`config.mk`:
```
export PLATFORM = sky130hd
export DESIGN_NAME = fifo_ptr_ctrl
export DESIGN_NICKNAME = d
export VERILOG_FILES = /design/src/rtl/fifo_pkg.sv /design/src/rtl/fifo_ptr_cnt.sv /design/src/rtl/fifo_ptr_ctrl.sv
export SDC_FILE = /design/constraint.sdc
export NUM_CORES = 1
export LEC_CHECK = 0
export ABC_AREA = 1
export BUFFER_PORTS_ARGS = -buffer_cell sky130_fd_sc_hd__buf_2
export CAP_MARGIN = 0
export CORE_AREA = 2 2 64 42
export DETAILED_ROUTE_END_ITERATION = 8
export DIE_AREA = 0 0 66 44
export PLACE_DENSITY = 0.72
export RECOVER_POWER = 25
export SLEW_MARGIN = 40
export SYNTH_ARGS = -nofsm -noshare
export SYNTH_HDL_FRONTEND = slang
export SYNTH_SLANG_ARGS = --single-unit
```
`constraint.sdc`:
```
create_clock -name clk -period 1.9 [get_ports clk]
set_input_delay 0.38 -clock clk [delete_from_list [all_inputs] [get_ports clk]]
set_output_delay 0.38 -clock clk [all_outputs]
set_load 0.01 [all_outputs]
```
`src/rtl/fifo_pkg.sv`:
```
// Shared constants, pointer type and pointer-increment helper for the FIFO
// pointer controller and its companions.
package fifo_pkg;

  localparam int SIZE  = 4;
  localparam int DEPTH = 2**SIZE;
  localparam int PTR_W = SIZE + 1;

  typedef struct packed {
    logic            wrap;
    logic [SIZE-1:0] addr;
  } fifo_ptr_t;

  // The wrap bit flips exactly when the address rolls over from the last entry.
  function automatic fifo_ptr_t ptr_inc(input fifo_ptr_t p);
    fifo_ptr_t n;
    if (p.addr == SIZE'(DEPTH - 1)) begin
      n.addr = {SIZE{1'b0}};
      n.wrap = ~p.wrap;
    end else begin
      n.addr = p.addr + SIZE'(1);
      n.wrap = p.wrap;
    end
    return n;
  endfunction

endpackage

```
`src/rtl/fifo_ptr_cnt.sv`:
```
// One FIFO pointer (address + wrap bit); advances by one entry on inc.
module fifo_ptr_cnt
  import fifo_pkg::*;
(
  input  logic      clk,
  input  logic      rst_n,
  input  logic      inc,
  output fifo_ptr_t ptr
);

  fifo_ptr_t ptr_r;

  // Pointer register, cleared asynchronously.
  always_ff @(posedge clk or negedge rst_n) begin
    if (!rst_n) begin
      ptr_r <= '{wrap: 1'b0, addr: {SIZE{1'b0}}};
    end else if (inc) begin
      ptr_r <= ptr_inc(ptr_r);
    end else begin
      ptr_r <= ptr_r;
    end
  end

  assign ptr = ptr_r;

endmodule

```
`src/rtl/fifo_ptr_ctrl.sv`:
```
// FIFO read/write pointer controller: accept strobes, empty/full from the
// external address comparator, occupancy count and sticky error flags.
module fifo_ptr_ctrl
  import fifo_pkg::*;
#(
  parameter int AF_LEVEL = 12
) (
  input  logic             clk,
  input  logic             rst_n,
  input  logic             wr_req,
  input  logic             rd_req,
  input  logic             err_clr,
  input  logic             e_flag,
  output logic [SIZE-1:0]  w_pointer,
  output logic [SIZE-1:0]  r_pointer,
  output logic             wr_en,
  output logic             rd_en,
  output logic             empty,
  output logic             full,
  output logic             almost_full,
  output logic [SIZE:0]    count,
  output logic             ovf_err,
  output logic             udf_err
);

  localparam logic [PTR_W-1:0] AF_THR = PTR_W'(AF_LEVEL);

  fifo_ptr_t        w_ptr_s;
  fifo_ptr_t        r_ptr_s;
  logic             empty_s;
  logic             full_s;
  logic             wr_en_s;
  logic             rd_en_s;
  logic [PTR_W-1:0] count_r;
  logic [PTR_W-1:0] count_nxt_s;
  logic             ovf_err_r;
  logic             udf_err_r;
  logic             ovf_nxt_s;
  logic             udf_nxt_s;

  fifo_ptr_cnt u_wr_ptr (
    .clk   (clk),
    .rst_n (rst_n),
    .inc   (wr_en_s),
    .ptr   (w_ptr_s)
  );

  fifo_ptr_cnt u_rd_ptr (
    .clk   (clk),
    .rst_n (rst_n),
    .inc   (rd_en_s),
    .ptr   (r_ptr_s)
  );

  // Flags and accept strobes; strobes are suppressed while reset is held.
  always_comb begin
    empty_s = e_flag & (w_ptr_s.wrap == r_ptr_s.wrap);
    full_s  = e_flag & (w_ptr_s.wrap != r_ptr_s.wrap);
    rd_en_s = rst_n & rd_req & ~empty_s;
    wr_en_s = rst_n & wr_req & (~full_s | rd_en_s);
  end

  // Next occupancy and sticky error values; err_clr wins over a new error.
  always_comb begin
    count_nxt_s = count_r;
    case ({wr_en_s, rd_en_s})
      2'b10:   count_nxt_s = count_r + PTR_W'(1);
      2'b01:   count_nxt_s = count_r - PTR_W'(1);
      default: count_nxt_s = count_r;
    endcase

    ovf_nxt_s = ovf_err_r;
    if (err_clr) begin
      ovf_nxt_s = 1'b0;
    end else if (wr_req & ~wr_en_s) begin
      ovf_nxt_s = 1'b1;
    end else begin
      ovf_nxt_s = ovf_err_r;
    end

    udf_nxt_s = udf_err_r;
    if (err_clr) begin
      udf_nxt_s = 1'b0;
    end else if (rd_req & ~rd_en_s) begin
      udf_nxt_s = 1'b1;
    end else begin
      udf_nxt_s = udf_err_r;
    end
  end

  // Occupancy and error state registers.
  always_ff @(posedge clk or negedge rst_n) begin
    if (!rst_n) begin
      count_r   <= {PTR_W{1'b0}};
      ovf_err_r <= 1'b0;
      udf_err_r <= 1'b0;
    end else begin
      count_r   <= count_nxt_s;
      ovf_err_r <= ovf_nxt_s;
      udf_err_r <= udf_nxt_s;
    end
  end

  assign w_pointer   = w_ptr_s.addr;
  assign r_pointer   = r_ptr_s.addr;
  assign wr_en       = wr_en_s;
  assign rd_en       = rd_en_s;
  assign empty       = empty_s;
  assign full        = full_s;
  assign almost_full = (count_r >= AF_THR);
  assign count       = count_r;
  assign ovf_err     = ovf_err_r;
  assign udf_err     = udf_err_r;

endmodule

```
==> Word level (Yosys, flattened, before mapping) <==
Cells that the tools add are included.
{ "op_classes": {"n_addsub": 4, "magnitude_cmp": 1, "n_eq_ne": 6, "mux": 7, "n_bitwise": 15, "n_reduce_logical": 5} }
{ "ops": {"columns": ["op", "n"], "rows": [
  ["5-bit one-hot mux with 2 select lines", 1],
  ["4-bit by 1-bit adder with 4-bit output (second input constant)", 2],
  ["1-bit AND", 8],
  ["4-bit == test (second input constant)", 2],
  ["4-bit two-way mux", 2],
  ["1-bit inverter", 6],
  ["2-bit nonzero test", 3],
  ["5-bit by 1-bit adder with 5-bit output (second input constant)", 1],
  ["5-bit by 4-bit greater-or-equal comparator with 1-bit output (second input constant)", 1],
  ["5-bit by 1-bit subtractor with 5-bit output (second input constant)", 1],
  ["1-bit two-way mux", 4],
  ["2-bit AND reduction", 2],
  ["2-bit by 1-bit == test with 1-bit output (second input constant)", 1],
  ["2-bit == test (second input constant)", 1],
  ["1-bit == test", 1],
  ["1-bit inequality test", 1],
  ["1-bit bitwise OR", 1]
]} }
{ "totals": {"ff_bits": 17, "word_cells": 45} }

==> Logic depth before layout (Yosys ltp) <==
{ "depth": {"word_depth": 10, "depth_mapped": 14} }

==> By module <==
A second synthesis with hierarchy kept.
{ "unflattened": {"hier_cells": 124, "hier_area_um2": 1044.8} }
{ "modules_own_cells": {"columns": ["mod", "n_inst", "cells_each", "area_each_um2", "seq_area_each_um2"], "rows": [
  ["fifo_ptr_ctrl", 1, 66, 524.3, 175.2],
  ["fifo_ptr_cnt", 2, 29, 260.2, 125.1]
]} }

==> Worst setup path after synthesis <==
No wires, ideal clock.
{ "synth_path": {"path_kind": "register to register", "startpoint": "register u_wr_ptr.ptr_r, in the netlist u_wr_ptr.ptr[4]", "endpoint": "register count_r[4] (netlist: count[4])", "setup_time_ns": 0.117, "t_arrival_ns": 1.652, "t_required_ns": 1.783, "path_slack_ns": 0.132, "stages_incl_launch_ff": 13, "n_path_buf": 0, "cell_sequence": "dfrtp_1 -> inv_2 -> nand2_1 -> nand3_2 -> nand2_4 -> inv_6 -> nand2_8 -> fa_1 -> nand3b_1 -> nand3_1 -> nand2_1 -> nand3_1 -> nand2_1"} }
{ "synth_between": {"elab_chain_cells": 8, "elab_cells_between_ends": 13} }
{ "synth_lines": {"columns": ["element", "line", "rtl"], "rows": [
  ["start: declaration", "fifo_ptr_cnt.sv:11", "fifo_ptr_t ptr_r;"],
  ["start signal: assignment", "fifo_ptr_cnt.sv:16", "ptr_r <= '{wrap: 1'b0, addr: {SIZE{1'b0}}};"],
  ["start signal: assignment", "fifo_ptr_cnt.sv:18", "ptr_r <= ptr_inc(ptr_r);"],
  ["start signal: assignment", "fifo_ptr_cnt.sv:20", "ptr_r <= ptr_r;"],
  ["1-bit == test *", "fifo_ptr_ctrl.sv:57", "empty_s = e_flag & (w_ptr_s.wrap == r_ptr_s.wrap);"],
  ["1-bit AND *", "fifo_ptr_ctrl.sv:57", null],
  ["1-bit inverter *", "fifo_ptr_ctrl.sv:59", "rd_en_s = rst_n & rd_req & ~empty_s;"],
  ["1-bit AND *", "fifo_ptr_ctrl.sv:59", null],
  ["via rd_en", "fifo_ptr_ctrl.sv:17", "output logic rd_en,"],
  ["1-bit bitwise OR", "fifo_ptr_ctrl.sv:60", "wr_en_s = rst_n & wr_req & (~full_s | rd_en_s);"],
  ["1-bit AND", "fifo_ptr_ctrl.sv:60", null],
  ["2-bit by 1-bit == test with 1-bit output / 2-bit == test (equally long branches)", "fifo_ptr_ctrl.sv:66", "case ({wr_en_s, rd_en_s})"],
  ["5-bit one-hot mux with 2 select lines / 2-bit nonzero test (equally long branches)", null, null],
  ["end signal: assignment", "fifo_ptr_ctrl.sv:94", "count_r <= {PTR_W{1'b0}};"],
  ["end signal: assignment", "fifo_ptr_ctrl.sv:98", "count_r <= count_nxt_s;"],
  ["end: declaration", "fifo_ptr_ctrl.sv:34", "logic [PTR_W-1:0] count_r;"]
]} }
Mark *: on every way through the listed nets, which the timed path passes. The rest lies on a longest branch.
A chain may end at the register's enable or synchronous reset.

==> Final worst setup path <==
{ "layout_path": {"startpoint": "register u_wr_ptr.ptr_r, in the netlist u_wr_ptr.ptr[4]", "endpoint": "output port wr_en"} }
{ "layout_between": {"elab_chain_cells": 6, "elab_cells_between_ends": 9} }
{ "layout_lines": {"columns": ["element", "line", "rtl"], "rows": [
  ["1-bit == test", "fifo_ptr_ctrl.sv:57", null],
  ["1-bit AND", "fifo_ptr_ctrl.sv:57", null],
  ["1-bit inverter", "fifo_ptr_ctrl.sv:59", null],
  ["1-bit AND", "fifo_ptr_ctrl.sv:59", null],
  ["1-bit bitwise OR *", "fifo_ptr_ctrl.sv:60", null],
  ["1-bit AND *", "fifo_ptr_ctrl.sv:60", null],
  ["end: declaration", "fifo_ptr_ctrl.sv:16", "output logic wr_en,"]
]} }
Every way passes the cells marked *; elsewhere a longest branch is shown, timed or not.

==> results.md <==
- The count of placed standard cells in the final layout, fillers left out is 191.
- The die is 44 um tall.
- The net count after synthesis is ~150.
- The clock latency reported for the late side of the worst-skew pair is 250 ps.
- Using the TritonRoute via totals, the vias-per-cell ratio works out to approximately 4.7.
- The most used standard cell by instance count after synthesis is nand2_1.
- The repair_antennas step left the layout with diodes totalling 0.
- The die span in x is roughly 66 um.
- Summed over all cells, the static leakage comes to roughly 0.73 nW.
- 26 I/O pins were placed.
- After clock tree synthesis, the flow added hold-fix buffers numbering 0.
- In this run the cell area measured after placement is 0.00120 mm2.
- The clock arrives with 1.30 ps of skew.
- Setup slack closes at between 50 and 60 ps.
- The signed area change from the synthesized netlist to the final layout is 18.2%.
- A synthesized cell averages approximately 8 um2.
- STA classifies the critical path endpoint as an output port.
- The area of the die is 0.00290 mm2.
- The number of cell rows is 14.
- The distinct cell type count after synthesis is 22.
- The final route contains 903 vias.
- Routability-driven placement finished with a final weighted congestion of ~0.76.
- Counting instances in the post-synthesis netlist gives the leading cell types as 35 x nand2_1, 17 x dfrtp_1, 16 x inv_1.
- The placeable core region is ~0.0023 mm2.
- The global routing usage summed across all routing layers is 0.158.
- VDD sags by at most about 0.66 mV.
- The post-place setup slack is 29.5 ps.
- The design area is between 0.001 and 0.0015 mm2.
- The synthesized design contains 0 enable-type register cells.
- In this run, CTS created clock tree buffers numbering 3.
- Dividing total power by cell area gives a power density of between 1000 and 1500 mW/mm2.
- The number of pins exceeding their max-slew limit in the final report is 0.
- The synthesized design spends more area on one cell type than any other, namely dfrtp_1.
- The total number of H-tree levels is 1.
- The via count of the first global-routing pass is about 760.
- The number of DRC markers in iteration 0 is 47.
- The initial cell density of the core is 0.462.
- Entering global routing, the biggest net connects 19 pins.
- The TritonCTS clock tree is yes.
- The routed length per placed instance is between 10 and 15 um.
- Synthesis handed over a netlist of roughly 130 instances.
- The tool flagged a number of max-cap violations equal to 0.
- The design draws roughly 0.0018 W.
- The maximum number of buffers from clock root to sink is 2.
- The number of antenna violations at the first check in global routing is 0.
- For the pin with the worst max-slew slack, the measured transition is roughly 240 ps.
- The post-synthesis async set-or-reset flop share is 1.00.
- The final-stage net count is between 150 and 200.
- Detailed placement ended at an HPWL of ~1700 um.
- The total DRC errors in the routed layout is 0.
- The clock root buffer master is clkbuf_8.
- The count of nets left with antenna violations once routing finished came out at 0.
- After clock tree synthesis, the clock-pin slew on the worst setup and hold paths is around 60 ps.
- The most used flip-flop cell after synthesis is dfrtp_1.
- After global routing the overflow that remains totals 0.
- The data required time at the worst endpoint is ~1500 ps.
- The count of placed standard cells including taps is between 150 and 200.
- The post-detailed-routing wire length is roughly 2300 um.
- Of the cells placed in the final design, the portion with a size suffix greater than 1 is 0.321.
- The detailed-routing iteration count for the pre-antenna-repair pass is 4.
- The number of port buffers is 25.
- The signal arrival time at the worst endpoint is approximately 1500 ps.
- The worst setup slack for register-to-register paths is 70 ps.
- The startpoint identified for the worst register-to-register timing path is u_wr_ptr.ptr[4].
- Sorting the synthesized cells by area gives the leading types as dfrtp_1 39%, nand2_1 12%, ha_1 5.8%.
- The run finished with clean final reports.
- In this run the worst path has a maximum fanout of 7.
- The worst relative slew slack is 0.841.
- The count of warnings emitted by yosys is 0.
- The final-report hold violation count is 0.
- For the final routed database, the setup TNS stands at 0 ps.
- The class of the tightest hold or removal check is in2async.
- The period utilization is 0.970.
- The critical path start-end classification is reg2out.
- The highest clock rate is around 540 MHz.
- Tracing the worst setup path back leads to its startpoint at u_wr_ptr.ptr[4].
- The area of the mapped netlist is approximately 0.0011 mm2.
- The routed design could run at a clock period as short as approximately 1800 ps.
- The critical path launch point type is a flip-flop.
- Of the post-synthesis cell area, the dominant cell type holds 0.392.
- Setup repair after global routing could not meet its margin everywhere.
- CTS saw 17 sinks.
- Synthesis inferred 17 register bits.
- The first global-routing pass estimated 3400 um of wire.
- The final setup violation count is 0.
- The proportion of synthesized chip area in sequential cells is 0.392.
==> report_power, final <==
part	switching, W	leakage (nW)	internal (W)
Clock	0.000124	0.0228	0.000149
Combinational	0.000464	0.488	0.000352
Sequential	0.000167	0.215	0.000506
Total	0.000755	0.726	0.00101
==> worst max-delay path: stages, from the launching register on <==
cell and delay (ps):
dfrtp_1 420, buf_4 150, nand2_1 70, nand3_2 120
inv_2 90, nand2_2 60, nand2_4 90, inv_2 70
buf_2 140
==> final timing paths <==
check | cells past startpoint | end
worst max-delay path | 8 | wr_en
worst min-delay path | 2 | ovf_err
worst max register to register | 12 | count[4]
worst min register to register | 2 | count[4]
max in group asynchronous | 2 | u_rd_ptr.ptr[1]
min in group clk | 2 | udf_err
==> sequential cells by signal, summed over array words and instances, names as in the netlist <==
signal	cells
count	5
udf_err	1
u_wr_ptr.ptr	5
u_rd_ptr.ptr	5
ovf_err	1
==> kinds of logic after synthesis <==
kind of cell | after synthesis | share of synthesized area
xor+xnor | 4 | 0.0323
fa+ha+maj | 6 | 0.0761
buf+inv | 30 | 0.136
flops | 17 | 0.392
compound gates | 12 | 0.0554
simple gates | 65 | 0.308
==> layer usage <==
| metal | routed length (um) | GRT usage | vias up |
|---|---|---|---|
| met2 | 1060 | 0.246 | 20 |
| li1 | - | - | 462 |
| met3 | 97 | 0.0571 | 3 |
| met4 | 8 | 0.0367 | 0 |
| met5 | 0 | 0 | - |
| met1 | 1080 | 0.214 | 418 |
==> layout make-up <==
cell class	instances	area, um2
clock buffer	4	45.0
fill	244	1060
inverter	22	87.6
multi-input combinational	87	531
sequential	17	425
tap	32	40.0
timing repair buffer	29	154
==> through the flow <==
stage           util  hold slack [ps]
3_5_place_dp   0.513              371
5_1_grt        0.546              178
3_3_place_gp   0.513              368
2_1_floorplan      -             84.4
4_1_cts        0.533             96.2
6_report       0.546              119
==> what timing repair did <==
action,CTS,global route
gates resized for setup,0,4
setup buffers,0,2
endpoints found under the setup margin,0,2
==> cells in the final DEF (no fill, tap or decap), types with 2 or more instances in the layout <==
| master | instances |
|---|---|
| nor2_1 | 8 |
| o21ai_1 | 3 |
| o21ai_0 | 5 |
| nand2_1 | 35 |
| buf_2 | 24 |
| buf_4 | 4 |
| nand3_1 | 11 |
| nand2_4 | 3 |
| dfrtp_1 | 17 |
| inv_2 | 6 |
| a21oi_1 | 3 |
| nand3_2 | 2 |
| clkbuf_8 | 3 |
| ha_1 | 4 |
| clkbuf_1 | 2 |
| inv_1 | 15 |
| nand2_2 | 2 |
| xor2_1 | 3 |
Power figures use the tool's default switching activity.
